[src/rtl/muldiv_pkg.sv]
// -----------------------------------------------------------------------------
// muldiv_pkg
// Shared definitions for the HI/LO multiply controller:
//   - DATA_W     : operand/register width (32 only; product is 2*DATA_W)
//   - OP_*       : ex_op encodings presented by the EX stage
//   - state_t    : controller FSM states
//   - is_mul_op  : true for MULT/MULTU
// -----------------------------------------------------------------------------
package muldiv_pkg;

    localparam int DATA_W = 32;

    localparam logic [2:0] OP_NONE  = 3'd0;
    localparam logic [2:0] OP_MULT  = 3'd1;
    localparam logic [2:0] OP_MULTU = 3'd2;
    localparam logic [2:0] OP_MFHI  = 3'd3;
    localparam logic [2:0] OP_MFLO  = 3'd4;
    localparam logic [2:0] OP_MTHI  = 3'd5;
    localparam logic [2:0] OP_MTLO  = 3'd6;

    typedef enum logic [1:0] {
        ST_IDLE  = 2'd0,   // accepting HI/LO instructions
        ST_ISSUE = 2'd1,   // pulsing mul_start
        ST_BUSY  = 2'd2    // waiting for the multiplier to finish
    } state_t;

    function automatic logic is_mul_op(input logic [2:0] op);
        return (op == OP_MULT) || (op == OP_MULTU);
    endfunction

endpackage

[src/rtl/mulu_fixup.sv]
// -----------------------------------------------------------------------------
// mulu_fixup
// Turns the signed product of the shared multiplier into an unsigned product
// when is_u is set. Reinterpreting an operand with its top bit set as unsigned
// adds 2^DATA_W times the other operand, so the correction is one shifted add
// per negative operand, taken mod 2^(2*DATA_W).
// Ports:
//   a, b    in   DATA_W     operands that produced prod_s
//   prod_s  in   2*DATA_W   signed product
//   is_u    in   1          apply unsigned correction
//   prod    out  2*DATA_W   corrected product (combinational)
// -----------------------------------------------------------------------------
module mulu_fixup #(
    parameter int DATA_W = 32
) (
    input  logic [DATA_W-1:0]   a,
    input  logic [DATA_W-1:0]   b,
    input  logic [2*DATA_W-1:0] prod_s,
    input  logic                is_u,
    output logic [2*DATA_W-1:0] prod
);

    logic [2*DATA_W-1:0] corr_a;
    logic [2*DATA_W-1:0] corr_b;

    assign corr_a = a[DATA_W-1] ? {b, {DATA_W{1'b0}}} : '0;
    assign corr_b = b[DATA_W-1] ? {a, {DATA_W{1'b0}}} : '0;

    assign prod = is_u ? (prod_s + corr_a + corr_b) : prod_s;

endmodule

[src/rtl/muldiv_hilo_ctrl.sv]
// -----------------------------------------------------------------------------
// muldiv_hilo_ctrl
// EX-stage controller in front of a 32-cycle sequential multiplier. Launches
// MULT/MULTU, captures the (unsigned-corrected) product into HI/LO, serves
// MFHI/MFLO/MTHI/MTLO and stalls the pipeline while a HI/LO hazard is open.
// Ports:
//   clk, rst_n   clock, async active-low reset
//   ex_op        EX-stage operation (muldiv_pkg OP_* encodings)
//   rs_val       rs operand (multiplier source, MTHI/MTLO data)
//   rt_val       rt operand (multiplicand source)
//   stall        hold EX and earlier stages this cycle
//   hilo_rdata   MFHI/MFLO result (combinational), 0 for other ops
//   mul_start    one-cycle launch pulse to the multiplier
//   mul_a/mul_b  latched operands for the multiplier
//   mul_ready    multiplier idle / result valid
//   mul_product  signed product from the multiplier
//   hi, lo       architectural HI/LO registers
// -----------------------------------------------------------------------------
module muldiv_hilo_ctrl #(
    parameter int DATA_W = 32,
    parameter int OP_W   = 3
) (
    input  logic                clk,
    input  logic                rst_n,
    input  logic [OP_W-1:0]     ex_op,
    input  logic [DATA_W-1:0]   rs_val,
    input  logic [DATA_W-1:0]   rt_val,
    output logic                stall,
    output logic [DATA_W-1:0]   hilo_rdata,
    output logic                mul_start,
    output logic [DATA_W-1:0]   mul_a,
    output logic [DATA_W-1:0]   mul_b,
    input  logic                mul_ready,
    input  logic [2*DATA_W-1:0] mul_product,
    output logic [DATA_W-1:0]   hi,
    output logic [DATA_W-1:0]   lo
);

    import muldiv_pkg::*;

    state_t              state_q;
    state_t              state_d;
    logic                is_u;
    logic                accept;
    logic                capture;
    logic                hi_we;
    logic                lo_we;
    logic [2*DATA_W-1:0] prod_fixed;

    mulu_fixup #(.DATA_W(DATA_W)) u_fixup (
        .a      (mul_a),
        .b      (mul_b),
        .prod_s (mul_product),
        .is_u   (is_u),
        .prod   (prod_fixed)
    );

    // Next state, stall and write enables.
    always_comb begin
        // NOTE: every output of this block gets a default first so that no
        // path through the case leaves one unassigned (which would infer a latch).
        state_d = state_q;
        stall   = 1'b0;
        accept  = 1'b0;
        capture = 1'b0;
        hi_we   = 1'b0;
        lo_we   = 1'b0;

        case (state_q)
            ST_IDLE: begin
                if (is_mul_op(ex_op)) begin
                    // A multiplier left running across a reset must drain
                    // before a new MULT can be launched.
                    if (mul_ready) begin
                        accept  = 1'b1;
                        state_d = ST_ISSUE;
                    end else begin
                        stall = 1'b1;
                    end
                end else begin
                    hi_we = (ex_op == OP_MTHI);
                    lo_we = (ex_op == OP_MTLO);
                end
            end
            ST_ISSUE: begin
                stall   = (ex_op != OP_NONE);
                state_d = ST_BUSY;
            end
            ST_BUSY: begin
                // Capture edge accepts nothing: ops keep stalling until IDLE.
                stall = (ex_op != OP_NONE);
                if (mul_ready) begin
                    capture = 1'b1;
                    state_d = ST_IDLE;
                end
            end
            default: state_d = ST_IDLE;
        endcase
    end

    always_comb begin
        hilo_rdata = '0;
        if (ex_op == OP_MFHI) begin
            hilo_rdata = hi;
        end else if (ex_op == OP_MFLO) begin
            hilo_rdata = lo;
        end
    end

    // NOTE: sequential state uses non-blocking assignments so every register
    // samples the pre-edge values, independent of statement order.
    always_ff @(posedge clk or negedge rst_n) begin
        if (!rst_n) begin
            state_q   <= ST_IDLE;
            mul_start <= 1'b0;
            mul_a     <= '0;
            mul_b     <= '0;
            is_u      <= 1'b0;
            hi        <= '0;
            lo        <= '0;
        end else begin
            state_q   <= state_d;
            mul_start <= accept;   // high exactly during ISSUE
            if (accept) begin
                mul_a <= rs_val;
                mul_b <= rt_val;
                is_u  <= (ex_op == OP_MULTU);
            end
            if (capture) begin
                hi <= prod_fixed[2*DATA_W-1:DATA_W];
                lo <= prod_fixed[DATA_W-1:0];
            end else begin
                if (hi_we) hi <= rs_val;
                if (lo_we) lo <= rs_val;
            end
        end
    end

endmodule

[config.mk]
export PLATFORM = sky130hd
export DESIGN_NAME = muldiv_hilo_ctrl
export DESIGN_NICKNAME = d
export VERILOG_FILES = /design/src/rtl/muldiv_pkg.sv /design/src/rtl/mulu_fixup.sv /design/src/rtl/muldiv_hilo_ctrl.sv
export SDC_FILE = /design/constraint.sdc
export NUM_CORES = 1
export LEC_CHECK = 0
export BUFFER_PORTS_ARGS = -buffer_cell sky130_fd_sc_hd__buf_2
export CAP_MARGIN = 20
export CORE_MARGIN = 2
export CORE_UTILIZATION = 40
export CTS_CLUSTER_SIZE = 16
export DETAILED_ROUTE_END_ITERATION = 6
export GPL_TIMING_DRIVEN = 0
export PLACE_DENSITY = 0.65
export RECOVER_POWER = 25
export SYNTH_ARGS = -nofsm -noshare
export SYNTH_HDL_FRONTEND = slang
export SYNTH_HIERARCHICAL = 1
export SYNTH_SLANG_ARGS = --single-unit
[constraint.sdc]
create_clock -name clk -period 4.8 [get_ports clk]
set_clock_uncertainty 0.05 [all_clocks]
set_input_delay 0 -clock clk [delete_from_list [all_inputs] [get_ports clk]]
set_output_delay 0 -clock clk [all_outputs]
set_load 0.1 [all_outputs]
==> impl_metrics.yaml, run 1 <==
run_status:
  status: "finished with violations"
  violations: "max-capacitance violations, max-slew violations"
job:
  drv_cap: 1
floorplanning:
  die_area_mm2: 0.0249
  io_pins: 296
  die_x_um: 158
  core_area_mm2: 0.0233
  start_util_pct: 40.6
  rows: 56
  dieHeight_um: 158
timing:
  fin_setup_tns_ns: 0
  setup_violations: 0
  final_hold_viol_count: 0
  drv_slew: 65
  tightest_slew_ns: 3.75
  rsz0062_at_grt: "yes"
  period_share_pct: 96.4
  max_freq_mhz: 216
  slew_headroom_pct: -150
  fin_crit_ns: 4.63
drt:
  routed_wl_um: 31300
  drc: 0
  viasPerCell: 5.26
  first_iter_violations: 388
  drt_pre_antenna_iters: 4
  vias: 8148
  antenna_left: 0
  wl_per_cell_um: 20.2
min_path:
  hold_end: "hi[5]$_DFFE_PN0P_"
  hold_path.class: "input port to flip-flop"
  hold_depth: 4
  hold_start: "mul_product[37]"
synth:
  synth-seq-area-share_pct: 34.9
  synth_area_mm2: 0.00947
  ys_warn_count: 6
  synth.distinct_cells: 62
  synthesis.nets: 1034
  ys.flop_type: "dfrtp_1"
  synth_seq_cells: 132
  syn_inst: 834
  syn_area_per_cell_um2: 11.4
  synth_edf_count: 0
  async_flop_share_pct: 100
global_route:
  grt_max_degree: 69
  grt-ovfl-total: 0
  grt_pass1_vias: 8257
  track_usage_pct: 25.2
  grt_first_pass_wirelength_um: 47100
  antenna_found_initial: 1
setup_path:
  max_stage_delay_ns: 0.51
  crit_arrival_ns: 4.89
  cpLargestDelayFamily: "compound AO/OA/AOI/OAI gates"
  rrSetupSlack_ns: 0.17
  worstReg2RegStart: "mul_a[31]$_DFFE_PN0P_"
  crit_fanout: 10
  cp-start-kind: "flip-flop"
  crit_chain: "clkbuf_2 -> and2_1 -> fa_1 -> ha_1 -> inv_1 -> fa_1 -> nor2b_1 -> o31a_1 -> o22ai_4 -> o21ai_1 -> o21ai_1 -> a21boi_1 -> or3_1 -> a31o_1 -> mux2_2 -> mux2_2"
  critPathSlowestCell: "dfrtp_1"
  rr_worst_depth: 16
  end_kind: "flip-flop"
  crit_required_ns: 5.07
  regToRegEndpoint: "hi[25]$_DFFE_PN0P_"
  path_class: "flip-flop to flip-flop"
  critPathBufInv: 2
cts:
  clock_latency_ns: 0.43
  clock-sinks: 132
  cts_tree: "built"
  clkTransAtPathRegs_ns: 0.07
  cts-root-buf: "clkbuf_16"
  max-clock-path-buffers: 2
  cts_buffers: 17
  cts_setup_buffers: 0
  h-tree-depth: 4
placed_design:
  portBuffers: 263
  gp_congestion: 0.890
  dp_hpwl_um: 23400
final_layout:
  drive_above_1_share_pct: 43.8
  final_nets: 1416
  area_delta_synth_final_pct: 36.0
  fill_cells: 2091
==> worst reg2reg max path: cells and delay by family, from the launching register on <==
family          cells  cell delay, ns
simple gates        3            0.62
buf+inv             2            0.41
mux                 2            0.53
fa+ha+maj           3            0.89
flops               1            0.51
compound gates      6            1.52
==> registers in the layout, summed over array words and instances (netlist names) <==
signal	flops
hi	32
lo	32
mul_a	32
mul_b	32
state_q	2
is_u	1
mul_start	1
==> through the flow <==
| stage | instance area, µm² | utilization, % | worst slack (ns) | std cells | hold WS, ns |
|---|---|---|---|---|---|
| 2_1_floorplan | 9470 | - | 0.307 | 834 | -0.346 |
| 3_3_place_gp | 11200 | 47.9 | -0.172 | 1416 | 0.167 |
| 3_5_place_dp | 11200 | 48.2 | -0.162 | 1418 | -0.00374 |
| 4_1_cts | 12800 | 55.0 | 0.0237 | 1548 | 0.0288 |
| 5_1_grt | 12900 | 55.2 | -0.0172 | 1549 | 0.0580 |
| 6_report | 12900 | 55.2 | 0.172 | 1549 | 0.0387 |
==> layer usage <==
layer	routed length, µm	GRT usage (%)
met2	15100	40.8
met5	0	0
met3	1270	3.61
met4	517	7.75
met1	14400	34.9
==> synth_stat cells (4+ instances only) <==
master / count / area [µm²]
ha_1: 34 / 425
mux2_2: 172 / 1940
buf_2: 12 / 60.1
mux2_1: 39 / 439
xor2_1: 7 / 61.3
nor2_1: 18 / 67.6
dfrtp_1: 132 / 3300
buf_1: 6 / 22.5
o21ai_0: 17 / 85.1
o22ai_1: 4 / 25.0
inv_1: 15 / 56.3
fa_1: 32 / 641
nand4_1: 9 / 56.3
a22o_1: 32 / 280
o21ai_1: 12 / 60.1
xnor2_1: 17 / 149
nand3_1: 8 / 40.0
a21oi_1: 24 / 120
clkbuf_1: 25 / 93.8
a31oi_1: 4 / 25.0
nor3_1: 10 / 50.1
and2_1: 63 / 394
buf_6: 6 / 67.6
a21o_1: 23 / 173
buf_4: 33 / 248
o21a_1: 6 / 45.0
nor2b_1: 4 / 25.0
nand2_1: 20 / 75.1
a211oi_1: 7 / 52.6
==> what timing repair did <==
action                     CTS  global route
resized for setup            4            10
hold buffers                98             0
hold endpoints to repair   193             0
setup endpoints to repair    5             5
pin swaps                    0             0
==> kinds of logic (layout without fill, tap and decap cells) <==
| logic type | count (synthesis) | count (layout) | share of synthesized area [%] |
|---|---|---|---|
| AOI/OAI and AO/OA | 155 | 155 | 11.9 |
| xor gates and xnor gates | 24 | 24 | 2.22 |
| adders and majority gates | 66 | 66 | 11.3 |
| buffers and inverters | 99 | 494 | 5.87 |
| DFF | 132 | 132 | 34.9 |
| muxes | 213 | 213 | 25.4 |
| other | 0 | 1 | 0 |
| and+or+nand+nor | 145 | 145 | 8.55 |
==> cell type report <==
type                    instances  area [µm²]  share of cell area [%]
inverters                      17        63.8                   0.495
well taps                     319         399                    3.10
clock buffers                  18         429                    3.33
repair buffers                363        2340                    18.2
plain buffers                  82         499                    3.88
clock inverters                14         189                    1.47
flip-flops and latches        132        3300                    25.6
multi-input cells             603        5660                    43.9
diodes                          1        2.50                  0.0194
==> worst max path at each step <==
stage	from	endpoint	cells past startpoint
5_1_grt	mul_a[31]$_DFFE_PN0P_	hi[25]$_DFFE_PN0P_	16
3_3_place_gp	mul_a[31]$_DFFE_PN0P_	hi[27]$_DFFE_PN0P_	17
3_5_place_dp	mul_a[31]$_DFFE_PN0P_	hi[27]$_DFFE_PN0P_	17
6_report	mul_a[31]$_DFFE_PN0P_	hi[25]$_DFFE_PN0P_	16
2_1_floorplan	mul_a[31]$_DFFE_PN0P_	hi[22]$_DFFE_PN0P_	14
4_1_cts	mul_a[31]$_DFFE_PN0P_	hi[27]$_DFFE_PN0P_	16
==> cell usage in the layout (no fill, tap or decap), drive strengths merged, types with 9 or more instances in the layout <==
cell type,Yosys,final
a21o,23,23
a21oi,24,24
a22o,32,32
and2,63,63
buf,57,321
clkbuf,25,44
dfrtp,132,132
dlygate4sd3,0,98
fa,32,32
ha,34,34
inv,17,26
mux2,212,212
nand2,20,20
nand4,9,9
nor2,19,19
nor3,10,10
o21ai,29,29
xnor2,17,17
Power of run 1 is not shown: default switching activity piles up to over one toggle a cycle in this logic, so the estimate is an artifact.
==> run 2, diff against run 1 <==
--- a/config.mk
+++ b/config.mk
@@ -7,13 +7,16 @@
 export LEC_CHECK = 0
 export BUFFER_PORTS_ARGS = -buffer_cell sky130_fd_sc_hd__buf_2
 export CAP_MARGIN = 20
+export CELL_PAD_IN_SITES_DETAIL_PLACEMENT = 1
+export CELL_PAD_IN_SITES_GLOBAL_PLACEMENT = 2
 export CORE_MARGIN = 2
-export CORE_UTILIZATION = 40
+export CORE_UTILIZATION = 33
 export CTS_CLUSTER_SIZE = 16
 export DETAILED_ROUTE_END_ITERATION = 6
 export GPL_TIMING_DRIVEN = 0
-export PLACE_DENSITY = 0.65
+export PLACE_DENSITY_LB_ADDON = 0.1
 export RECOVER_POWER = 25
+export SKIP_CTS_REPAIR_TIMING = 1
 export SYNTH_ARGS = -nofsm -noshare
 export SYNTH_HDL_FRONTEND = slang
 export SYNTH_HIERARCHICAL = 1
==> run 2 against run 1 <==
Effect of this change: the flow still finishes with violations (max-capacitance violations, max-slew violations); via count down 2.5%; core utilization down 10 points; final area down 0.27%; flip-flop and latch count unchanged; worst hold slack better by 0.0059 ns; first-iteration DRC count down 12%; fmax up 0.15%; critical path depth unchanged; global-route usage down 3.0 points; die area up 21%; non-clock buffer count down 1.
==> impl_metrics.yaml, run 2 (synthesis gave the netlist of run 1 again) <==
run_status:
  status: "finished with violations"
  violations: "max-capacitance violations, max-slew violations"
drt:
  drc: 0
  first_iter_violations: 341
  antenna_left: 0
  viasPerCell: 4.93
  vias: 7943
  wl_per_cell_um: 21.2
  drt_pre_antenna_iters: 4
  routed_wl_um: 34200
cts:
  clock-sinks: 132
  clkTransAtPathRegs_ns: 0.06
  h-tree-depth: 4
  max-clock-path-buffers: 2
  cts-root-buf: "clkbuf_16"
  cts_buffers: 17
  clock_latency_ns: 0.43
  cts_tree: "built"
setup_path:
  worst_path_most_repeated_cell: "mux2_2"
  critPathSlowestCell: "fa_1"
  max_stage_delay_ns: 0.51
  cp-start-kind: "flip-flop"
  crit_required_ns: 5.06
  crit_fanout: 10
  end_kind: "flip-flop"
  cpLargestDelayFamily: "adder cells"
  critPathBufInv: 2
  crit_chain: "clkbuf_2 -> and2_1 -> fa_1 -> ha_1 -> inv_1 -> fa_1 -> nor2b_1 -> o31a_1 -> o22ai_4 -> o311ai_2 -> nand2_1 -> o21ai_1 -> xor2_1 -> mux2_2 -> mux2_2 -> mux2_2"
  crit_arrival_ns: 4.88
  path_class: "flip-flop to flip-flop"
placed_design:
  portBuffers: 263
  dp_hpwl_um: 26000
  gp_congestion: 0.848
min_path:
  hold_path.class: "input port to flip-flop"
final_layout:
  n_antenna_cell: 0
  area_delta_synth_final_pct: 35.6
  final_cell_mix: "buf_2 (275), mux2_2 (172), dfrtp_1 (132)"
  final_util_pct: 45.1
  final_common_cell: "buf_2"
  drive_above_1_share_pct: 43.8
  final_nets: 1415
  fill_cells: 3214
floorplanning:
  io_pins: 296
  start_util_pct: 33.3
  core_area_mm2: 0.0285
  dieHeight_um: 173
  die_area_mm2: 0.0301
  rows: 62
  die_x_um: 173
global_route:
  grt_first_pass_wirelength_um: 50500
  grt_pass1_vias: 8050
  grt_max_degree: 83
  track_usage_pct: 22.2
  grt-ovfl-total: 0
  antenna_found_initial: 0
timing:
  setup_violations: 0
  period_share_pct: 96.3
  max_freq_mhz: 216
  tightest_slew_ns: 2.91
  drv_slew: 52
  hold_ws_ns: 0.0446
  fin_setup_tns_ns: 0
  final_hold_viol_count: 0
  slew_headroom_pct: -94.0
  fin_crit_ns: 4.62
  rsz0062_at_grt: "yes"
job:
  drv_cap: 1
-- run 2: worst paths after layout --
kind | start | endpoint | slack [ns] | depth (start not counted)
max | mul_a[31]$_DFFE_PN0P_ | hi[27]$_DFFE_PN0P_ | 0.18 | 16
min | ex_op[2] | is_u$_DFFE_PN0P_ | 0.04 | 3
max reg2reg | mul_a[31]$_DFFE_PN0P_ | hi[27]$_DFFE_PN0P_ | 0.18 | 16
min reg2reg | mul_a[27]$_DFFE_PN0P_ | mul_a[27]$_DFFE_PN0P_ | 0.46 | 1
max in group asynchronous | rst_n | hi[21]$_DFFE_PN0P_ | 1.10 | 3
min in group asynchronous | rst_n | lo[13]$_DFFE_PN0P_ | 1.01 | 2
-- run 2: routing by layer --
metal | up-vias | track usage, % | wire length (µm)
met4 | 0 | 3.50 | 191
met2 | 180 | 34.7 | 16000
li1 | 3760 | - | -
met1 | 3994 | 32.2 | 16500
met3 | 9 | 4.34 | 1480
met5 | - | 0 | 0
-- run 2: metrics by stage --
| stage | worst slack [ns] | instance area, µm² | instances |
|---|---|---|---|
| final | 0.179 | 12800 | 1611 |
| after global routing | -0.0853 | 12800 | 1611 |
| after CTS | -0.275 | 11800 | 1513 |
| after detailed placement | -0.256 | 11300 | 1482 |
| after global placement | -0.333 | 11300 | 1481 |
| after floorplan | 0.307 | 9470 | 834 |
-- run 2: tightest hold or removal path, cell delays in order --
cell    delay [ns]
buf_2         0.15
nor3_1        0.17
mux2_1        0.16
-- run 2: area by class of cell --
type	instances	area [µm²]	share of cell area, %
Tap cell	384	480	3.74
Clock inverter	13	98.8	0.769
Inverter	17	63.8	0.497
Clock buffer	18	439	3.42
Timing Repair Buffer	363	2320	18.0
Buffer	81	495	3.86
Sequential cell	132	3300	25.7
Multi-Input combinational cell	603	5650	44.0
Power of run 2 is left out for the same reason.
==> run 3, diff against run 2 <==
--- a/config.mk
+++ b/config.mk
@@ -5,7 +5,7 @@
 export SDC_FILE = /design/constraint.sdc
 export NUM_CORES = 1
 export LEC_CHECK = 0
-export BUFFER_PORTS_ARGS = -buffer_cell sky130_fd_sc_hd__buf_2
+export BUFFER_PORTS_ARGS = -buffer_cell sky130_fd_sc_hd__buf_4
 export CAP_MARGIN = 20
 export CELL_PAD_IN_SITES_DETAIL_PLACEMENT = 1
 export CELL_PAD_IN_SITES_GLOBAL_PLACEMENT = 2
==> run 3 against run 2 <==
Effect of this change: the run still ends with max-capacitance violations, max-slew violations left; non-clock buffer count is 1 higher; setup slack got worse by 0.0082 ns; worst hold slack worse by 0.039 ns; highest routed layer unchanged; sequential share of layout area decreased by 1.3 points.
==> impl_metrics.yaml, run 3 (synthesis gave the netlist of run 1 again) <==
timing:
  final_hold_viol_count: 0
  rsz0062_at_grt: "yes"
  slew_headroom_pct: -94.1
  drv_slew: 52
  setup_violations: 0
  period_share_pct: 96.4
  fin_crit_ns: 4.63
  tightest_slew_ns: 2.91
  fin_setup_tns_ns: 0
  max_freq_mhz: 216
cts:
  clkTransAtPathRegs_ns: 0.06
  clock-sinks: 132
  clock_latency_ns: 0.43
  cts_buffers: 17
  h-tree-depth: 4
  max-clock-path-buffers: 2
  cts_tree: "built"
  cts-root-buf: "clkbuf_16"
floorplanning:
  die_x_um: 173
  dieHeight_um: 173
  rows: 62
  die_area_mm2: 0.0301
  start_util_pct: 33.3
  core_area_mm2: 0.0285
  io_pins: 296
drt:
  viasPerCell: 4.99
  vias: 8053
  drt_pre_antenna_iters: 4
  drc: 0
  first_iter_violations: 359
  routed_wl_um: 35200
  antenna_left: 0
  wl_per_cell_um: 21.8
final_layout:
  final_nets: 1416
  final_cell_mix: "buf_4 (295), mux2_2 (172), dfrtp_1 (132)"
  design_area_mm2: 0.0136
  final_common_cell: "buf_4"
  area_delta_synth_final_pct: 43.1
  drive_above_1_share_pct: 43.8
  n_antenna_cell: 0
placed_design:
  placed_area_mm2: 0.0120
  portBuffers: 263
  gp_congestion: 0.851
  dp_hpwl_um: 26600
setup_path:
  crit_required_ns: 5.05
  crit_arrival_ns: 4.88
  path_class: "flip-flop to flip-flop"
  crit_fanout: 10
  end_kind: "flip-flop"
  cp-start-kind: "flip-flop"
global_route:
  grt_first_pass_wirelength_um: 52000
  antenna_found_initial: 0
  grt-ovfl-total: 0
  grt_max_degree: 83
  track_usage_pct: 22.7
  grt_pass1_vias: 8200
job:
  drv_cap: 1
run_status:
  violations: "max-capacitance violations, max-slew violations"
  status: "finished with violations"
min_path:
  hold_path.class: "input port to flip-flop"
run 3: worst paths after layout:
kind / slack (ns) / start / depth (start not counted) / endpoint
max in group asynchronous: 1.09 / rst_n / 3 / mul_a[28]$_DFFE_PN0P_
hold reg to reg: 0.46 / mul_b[7]$_DFFE_PN0P_ / 1 / mul_b[7]$_DFFE_PN0P_
min in group asynchronous: 1.01 / rst_n / 2 / mul_b[10]$_DFFE_PN0P_
setup / recovery: 0.17 / mul_a[31]$_DFFE_PN0P_ / 15 / hi[27]$_DFFE_PN0P_
hold / removal: 0.006 / ex_op[2] / 3 / is_u$_DFFE_PN0P_
setup reg to reg: 0.17 / mul_a[31]$_DFFE_PN0P_ / 15 / hi[27]$_DFFE_PN0P_
run 3: area by class of cell:
type | count | area (µm²)
flip-flops and latches | 132 | 3300
plain buffers | 82 | 502
inverters | 17 | 63.8
fillers | 3160 | 14900
clock inverters | 14 | 144
clock buffers | 18 | 429
repair buffers | 363 | 2970
well taps | 384 | 480
multi-input cells | 603 | 5660
run 3: layer usage:
metal / global-route usage [%] / vias to the layer above / part of all wire (%)
met5: 0 / - / 0
met4: 4.34 / 0 / 0.65
met3: 4.89 / 14 / 4.9
met2: 36.1 / 212 / 48
met1: 32.1 / 4067 / 47
li1: - / 3760 / -
run 3: per-stage QoR:
step	setup slack [ns]	std cells	hold WS (ns)	util, %
floorplan	0.307	834	-0.346	-
global placement	-0.370	1481	0.167	41.9
detailed placement	-0.346	1482	-0.0608	42.0
CTS	-0.376	1514	-0.522	44.0
global route	-0.0469	1613	0.0234	47.6
finish	0.171	1613	0.00569	47.6
run 3: critical path, stage by stage (launching register included):
cell      delay (ns)
dfrtp_1         0.51
clkbuf_4        0.32
and2_1          0.19
fa_1            0.45
ha_1            0.30
clkbuf_1        0.19
a21oi_1         0.23
o21ai_1         0.10
a311oi_1        0.63
a221oi_1        0.26
nand2_1         0.24
o21ai_1         0.10
xor2_1          0.15
mux2_2          0.27
mux2_2          0.26
mux2_2          0.26
Power of run 3 is left out for the same reason.
